`config.mk`:
```
export PLATFORM = sky130hd
export DESIGN_NAME = phy_tx_multilane
export DESIGN_NICKNAME = d
export VERILOG_FILES = /design/src/rtl/phy_tx_multilane.sv
export SDC_FILE = /design/constraint.sdc
export NUM_CORES = 1
export LEC_CHECK = 0
export ABC_CLOCK_PERIOD_IN_PS = 4400
export CORE_MARGIN = 3
export CORE_UTILIZATION = 27
export CTS_CLUSTER_DIAMETER = 40
export DETAILED_ROUTE_END_ITERATION = 7
export HOLD_SLACK_MARGIN = 0.03
export RECOVER_POWER = 50
export SYNTH_ARGS = -nofsm -noshare
export SYNTH_HDL_FRONTEND = slang
export SYNTH_SLANG_ARGS = --single-unit
```
`constraint.sdc`:
```
create_clock -name clk_8f -period 4.4 [get_ports clk_8f]
set_input_delay 0.88 -clock clk_8f [delete_from_list [all_inputs] [get_ports clk_8f]]
set_output_delay 0.88 -clock clk_8f [all_outputs]
set_load 0.1 [all_outputs]
```
`src/rtl/phy_tx_multilane.sv`:
```
// Multilane PHY transmitter: round-robin channel arbitration, byte striping
// across lanes, MSB-first serialisation, COM training and IDLE fill.
//
// state     | meaning
// ----------+-----------------------------------------------
// ST_OFF    | link down, outputs quiet, bit counter held
// ST_SYNC   | training: every lane repeats COM_SYM
// ST_ACTIVE | data frames, lanes without a grant send IDLE
module phy_tx_multilane #(
    parameter int                DATA_W      = 8,
    parameter int                NUM_CH      = 2,
    parameter int                NUM_LANES   = 2,
    parameter logic [DATA_W-1:0] COM_SYM     = 8'hBC,
    parameter logic [DATA_W-1:0] IDLE_SYM    = 8'h7C,
    parameter int                SYNC_FRAMES = 4
) (
    input  logic                     clk_8f,
    input  logic                     reset_L,
    input  logic                     enable,
    input  logic [NUM_CH-1:0]        valid_in,
    input  logic [NUM_CH*DATA_W-1:0] data_in,
    output logic [NUM_CH-1:0]        ready_out,
    output logic [NUM_LANES-1:0]     tx_out,
    output logic [1:0]               link_state
);

    localparam int CH_W   = (NUM_CH > 1) ? $clog2(NUM_CH) : 1;
    localparam int BIT_W  = (DATA_W > 1) ? $clog2(DATA_W) : 1;
    localparam int SYNC_W = (SYNC_FRAMES > 1) ? $clog2(SYNC_FRAMES) : 1;

    localparam logic [1:0] ST_OFF    = 2'd0;
    localparam logic [1:0] ST_SYNC   = 2'd1;
    localparam logic [1:0] ST_ACTIVE = 2'd2;

    logic [1:0]        state_q, state_d;
    logic [BIT_W-1:0]  bit_cnt_q, bit_cnt_d;
    logic [SYNC_W-1:0] sync_cnt_q, sync_cnt_d;
    logic [CH_W-1:0]   rr_ptr_q, rr_ptr_d;
    logic [DATA_W-1:0] sr_q [NUM_LANES];
    logic [DATA_W-1:0] sr_d [NUM_LANES];
    logic [NUM_LANES-1:0] tx_q, tx_d;

    logic              boundary;
    logic [NUM_CH-1:0] grant;
    logic [DATA_W-1:0] lane_sym [NUM_LANES];
    logic [CH_W-1:0]   last_ch;
    logic              any_grant;
    int                n_grant;
    int                scan_idx;

    assign boundary = (bit_cnt_q == BIT_W'(DATA_W - 1));

    // Grants exist only in the ACTIVE boundary cycle; the k-th grant in scan
    // order from rr_ptr feeds lane k.
    always_comb begin
        grant     = '0;
        last_ch   = rr_ptr_q;
        any_grant = 1'b0;
        n_grant   = 0;
        scan_idx  = 0;
        for (int l = 0; l < NUM_LANES; l++) begin
            lane_sym[l] = IDLE_SYM;
        end
        if (state_q == ST_ACTIVE && enable && boundary) begin
            for (int i = 0; i < NUM_CH; i++) begin
                scan_idx = int'(rr_ptr_q) + i;
                if (scan_idx >= NUM_CH) begin
                    scan_idx = scan_idx - NUM_CH;
                end
                for (int c = 0; c < NUM_CH; c++) begin
                    if (c == scan_idx && valid_in[c] && n_grant < NUM_LANES) begin
                        grant[c] = 1'b1;
                        for (int l = 0; l < NUM_LANES; l++) begin
                            if (l == n_grant) begin
                                lane_sym[l] = data_in[c*DATA_W +: DATA_W];
                            end
                        end
                        last_ch   = CH_W'(c);
                        any_grant = 1'b1;
                        n_grant   = n_grant + 1;
                    end
                end
            end
        end
    end

    always_comb begin
        state_d    = state_q;
        bit_cnt_d  = bit_cnt_q;
        sync_cnt_d = sync_cnt_q;
        rr_ptr_d   = rr_ptr_q;
        for (int l = 0; l < NUM_LANES; l++) begin
            sr_d[l] = sr_q[l] << 1;
            tx_d[l] = sr_q[l][DATA_W-1];
        end
        if (!enable) begin
            state_d    = ST_OFF;
            bit_cnt_d  = '0;
            sync_cnt_d = '0;
            tx_d       = '0;
            for (int l = 0; l < NUM_LANES; l++) begin
                sr_d[l] = '0;
            end
        end else begin
            case (state_q)
                ST_OFF: begin
                    state_d    = ST_SYNC;
                    bit_cnt_d  = '0;
                    sync_cnt_d = '0;
                    tx_d       = '0;
                    for (int l = 0; l < NUM_LANES; l++) begin
                        sr_d[l] = COM_SYM;
                    end
                end
                ST_SYNC: begin
                    if (boundary) begin
                        bit_cnt_d = '0;
                        if (sync_cnt_q == SYNC_W'(SYNC_FRAMES - 1)) begin
                            state_d = ST_ACTIVE;
                            for (int l = 0; l < NUM_LANES; l++) begin
                                sr_d[l] = lane_sym[l];
                            end
                        end else begin
                            sync_cnt_d = sync_cnt_q + SYNC_W'(1);
                            for (int l = 0; l < NUM_LANES; l++) begin
                                sr_d[l] = COM_SYM;
                            end
                        end
                    end else begin
                        bit_cnt_d = bit_cnt_q + BIT_W'(1);
                    end
                end
                ST_ACTIVE: begin
                    if (boundary) begin
                        bit_cnt_d = '0;
                        for (int l = 0; l < NUM_LANES; l++) begin
                            sr_d[l] = lane_sym[l];
                        end
                        if (any_grant) begin
                            rr_ptr_d = (last_ch == CH_W'(NUM_CH - 1)) ? '0 : last_ch + CH_W'(1);
                        end
                    end else begin
                        bit_cnt_d = bit_cnt_q + BIT_W'(1);
                    end
                end
                default: begin
                    state_d   = ST_OFF;
                    bit_cnt_d = '0;
                    tx_d      = '0;
                end
            endcase
        end
    end

    always_ff @(posedge clk_8f or negedge reset_L) begin
        if (!reset_L) begin
            state_q    <= ST_OFF;
            bit_cnt_q  <= '0;
            sync_cnt_q <= '0;
            rr_ptr_q   <= '0;
            tx_q       <= '0;
            for (int l = 0; l < NUM_LANES; l++) begin
                sr_q[l] <= '0;
            end
        end else begin
            state_q    <= state_d;
            bit_cnt_q  <= bit_cnt_d;
            sync_cnt_q <= sync_cnt_d;
            rr_ptr_q   <= rr_ptr_d;
            tx_q       <= tx_d;
            for (int l = 0; l < NUM_LANES; l++) begin
                sr_q[l] <= sr_d[l];
            end
        end
    end

    assign ready_out  = grant;
    assign tx_out     = tx_q;
    assign link_state = state_q;

endmodule

```
# Yosys cells after proc, flatten, opt, wreduce, memory -nomap -nowiden
# Index checks and enable logic that the tools add are counted.
# Widths: inputs -> output; s select.
[totals] regBits=26 out_inout_bits=6
[classes] n_reduce_logical=19 n_lt_le_gt_ge=5 addsub=8 n_eq_ne=14 muxes=55
[op_table] op="$mux 32" count=9
[op_table] op="$eq 2x32->1 const A" count=5
[op_table] op="$logic_not 32->1" count=5
[op_table] op="$mux 16" count=8
[op_table] op="$lt 32x3->1 const B" count=3
[op_table] op="$add 32x2->32 const B" count=2
[op_table] op="$mux 8" count=8
[op_table] op="$pmux 16 s3" count=1
[op_table] op="$mux 2" count=9
[op_table] op="$mux 1" count=15
[op_table] op="$logic_and 1x1->1" count=9
[op_table] op="$mux 3" count=3
[op_table] op="$ne 3x3->1 const B" count=3
[op_table] op="$pmux 2 s3" count=1
[op_table] op="$reduce_and 3->1" count=2
[op_table] op="$eq 2x2->1 const B" count=2
[op_table] op="$pmux 2 s2" count=1
[op_table] op="$reduce_and 4->1" count=1
[op_table] op="$add 3x1->3 const B" count=1
[op_table] op="$eq 3x3->1 const B" count=1
[op_table] op="$ne 3x1->1 const B" count=1
[op_table] op="$sub 1x2->3 const B" count=1
[op_table] op="$sub 2x2->3 const B" count=1
[op_table] op="$add 1x1->2 const B" count=1
[op_table] op="other kinds (8)" count=8

# Longest topological paths before layout
[depth] word_depth=24 depth_mapped=9 ltp_nobuf=7

# Worst setup path after synthesis
# No wires, ideal clock.
[synth_timing] path_type="register to output" start="register state_q[1] (netlist: link_state[1])" end="output port ready_out[0]" path_slack_ns=1.320 path_buffers=0 arrival_time_ns=2.200 stages_incl_launch_ff=4 path_cell_list="dfrtp_1 > ha_1 > and3_1 > and2_1"
[synth_between] elab_chain_cells=4
[synth_lines] item="start: declaration" line="35" source="logic [1:0] state_q, state_d;"
[synth_lines] item="start signal: assignment" line="166" source="state_q <= state_d;"
[synth_lines] item="$eq 2x2->1" line="64" source="if (state_q == ST_ACTIVE && enable && boundary) begin"
[synth_lines] item="$logic_and 1x1->1 (2 in series)" line="64"
[synth_lines] item="$mux 2" line="64"
[synth_lines] item="end: declaration" line="22" source="output logic [NUM_CH-1:0] ready_out,"
# No other way between the ends.

# Worst setup path in the final report
[layout_timing] start="input port enable" end="output port ready_out[1]"
[layout_between] elab_chain_cells=3
[layout_lines] item="start: declaration" line="19" source="input logic enable,"
[layout_lines] item="$logic_and 1x1->1 (2 in series)" line="64"
[layout_lines] item="$mux 2" line="64"
# No other way between the ends.

==> impl_metrics.json <==
{
  "status": "complete, no violations",
  "async_reset_ff_share_pct": 100,
  "numCtsBuffers": 3,
  "path_max_fanout": 20,
  "cts_tree": "done",
  "worstPathCellList": "dlygate4sd3_1 -> and3_1 -> nand2_1 -> inv_1 -> buf_4",
  "vias": 1386,
  "antennaDiodeCount": 0,
  "cts_hold_repair.buffers": 0,
  "yosysTopAreaCell": "dfrtp_1",
  "drtIter0Drc": 107,
  "grt_overflow": 0,
  "crit_path_max_incr_delay_ns": 0.91,
  "reg2reg_to": "sr_q[14]$_DFF_PN0_",
  "drv_cap": 0,
  "cts_resized": 0,
  "grt_pass1_vias": 1355,
  "clk_latency_ns": 0.27,
  "ys_ff_latch": 26,
  "synth_nets": 210,
  "crit_type": "input port to output pin",
  "min_path_cells": 1,
  "numClockSinks": 26,
  "hpwlAfterDp_um": 2890,
  "finalSetupViolations": 0,
  "ys_top_cells_by_area": "dfrtp_1 (39%), mux2i_1 (7.2%), ha_1 (6.7%), nor2_1 (5.4%), a221oi_1 (3.7%)",
  "cp.arrival_ns": 2.66,
  "reg2reg_depth": 6,
  "place_congestion": 0.773,
  "whs_endpoint": "bit_cnt_q[0]$_DFF_PN0_",
  "synthMostInstantiatedCell": "dfrtp_1",
  "wirelength_um": 3880,
  "area_growth_pct": 19.5,
  "timing.slew.headroom_pct": 7.41,
  "cts.clk_slew.worst_paths_ns": 0.08,
  "antenna_found_initial": 0,
  "ant_nets": 0,
  "end_kind": "output pin",
  "ys_types": 36,
  "synth_edf_count": 0,
  "final_nets": 230,
  "die_x_um": 84.8,
  "cts_setup_buffers": 0,
  "cts_htree_levels": 1,
  "syn_area_um2": 1680,
  "wl_per_cell_um": 14.2,
  "coreArea_um2": 5960,
  "grt_start_max_net_pins": 27,
  "finalHoldViolations": 0,
  "layout-drive-gt1-share_pct": 8.08,
  "period_minus_slack_ns": 3.54,
  "cellPowerDensity_nw_per_um2": 451,
  "io_pins": 27,
  "clock_path_buffers": 2,
  "viasPerCell": 5.08,
  "critical_path.slowest_cell": "dlygate4sd3_1",
  "initial_core_util_pct": 28.2,
  "synth_top_flop_cell": "dfrtp_1",
  "hold_path_class": "register to register",
  "drc": 0,
  "finalPower_uw": 904,
  "rrSetupSlack_ns": 2.16,
  "seq_area_frac_synth_pct": 38.8,
  "maxSlewViolCount": 0,
  "p_leak_uw": 0.000907,
  "grt_setup_unrepaired": "no",
  "postSynthCellCount": 180,
  "grt_pass1_wl_um": 6600,
  "required_ns": 3.52,
  "tightest_slew_ns": 1.39,
  "synth_top_cell_area_share_pct": 38.8,
  "peakVddDrop_mv": 0.168,
  "grt_usage_pct": 11.2,
  "fmax_mhz": 282,
  "dr.pass1.iters": 4,
  "fp-row-count": 28,
  "ys_warn_count": 0,
  "synth_area_per_cell_um2": 9.32,
  "clockRootBuffer": "clkbuf_8",
  "timing.final.crit_share_pct": 80.5,
  "yosys-top-cells-count": "dfrtp_1 (26), nor2_1 (24), mux2i_1 (12), a21oi_1 (11), inv_1 (11)",
  "fin_setup_tns_ns": 0,
  "fp.dieH_um": 84.8,
  "r2r_start": "rr_ptr_q$_DFFE_PN0P_",
  "die-area_um2": 7200,
  "crit_path_start_kind": "input port",
  "hp-start": "bit_cnt_q[0]$_DFF_PN0_",
  "port_buffers": 26,
  "clock_skew_ns": 0.00633
}
## registers in the layout, indices dropped and copies added, names as in the netlist
register,cells
bit_cnt_q,3
sync_cnt_q,2
sr_q,16
rr_ptr_q,1
link_state,2
tx_out,2
## critical path: cells and delay by family
kind,cells,cell delay [ns]
buffers and inverters,3,1.34
and+or+nand+nor,2,0.44
## area by class of cell
class,instances,area [um2]
inverters,11,41.3
flip-flops and latches,26,651
repair buffers,27,259
multi-input cells,131,918
well taps,75,93.8
clock buffers,3,41.3
fillers,638,3950
## routing by layer
metal  vias to the layer above  share of wire (%)  global-route usage (%)
li1                        687                  -                       -
met1                       677                 45                    15.0
met2                        18                 51                    19.4
met3                         4                2.7                    1.84
met4                         0               0.57                    2.16
met5                         -                  0                       0
## layout by cell type (no fill, tap or decap), drive strengths merged, types with 6 or more instances in the layout
cell type / netlist / layout
nand2: 8 / 8
a21oi: 11 / 11
nor3: 7 / 7
o21ai: 10 / 10
nand2b: 6 / 6
a221oi: 10 / 10
inv: 11 / 11
ha: 9 / 9
nor2: 24 / 24
mux2i: 12 / 12
dfrtp: 26 / 26
clkdlybuf4s50: 0 / 22
## stage by stage
step                hold WS [ns]  setup WS (ns)  util [%]  area, um2  cells
floorplan                  0.412           1.32         -       1680    180
global placement           0.432          0.963      33.0       1970    270
detailed placement         0.429          0.952      33.0       1970    270
CTS                        0.442          0.950      33.7       2010    273
finish                     0.438          0.858      33.7       2000    273
global route               0.484          0.708      33.7       2000    273
## worst max path at each step
stage / startpoint / end / slack [ns]
after global placement: enable / ready_out[1] / 0.96
final: enable / ready_out[1] / 0.86
after floorplan: link_state[1]$_DFFE_PN0P_ / ready_out[0] / 1.32
after global routing: enable / ready_out[1] / 0.71
after CTS: enable / ready_out[1] / 0.95
after detailed placement: enable / ready_out[1] / 0.95
## where the power goes
| part | total, uW | switching, uW | leakage (uW) | internal, uW |
|---|---|---|---|---|
| Sequential | 332 | 36.4 | 0.000341 | 295 |
| Clock | 133 | 71.7 | 0.0000216 | 61.3 |
| Combinational | 440 | 289 | 0.000545 | 151 |
| Total | 904 | 397 | 0.000907 | 507 |
## cells by family (layout without fill, tap and decap cells)
family / Yosys count / after routing / share of synthesized area (%)
simple gates: 61 / 61 / 18.9
compound gates: 49 / 49 / 21.9
flops: 26 / 26 / 38.8
buf+inv: 23 / 41 / 6.49
mux: 12 / 12 / 7.16
fa+ha+maj: 9 / 9 / 6.71
(Power assumes the default switching activity.)
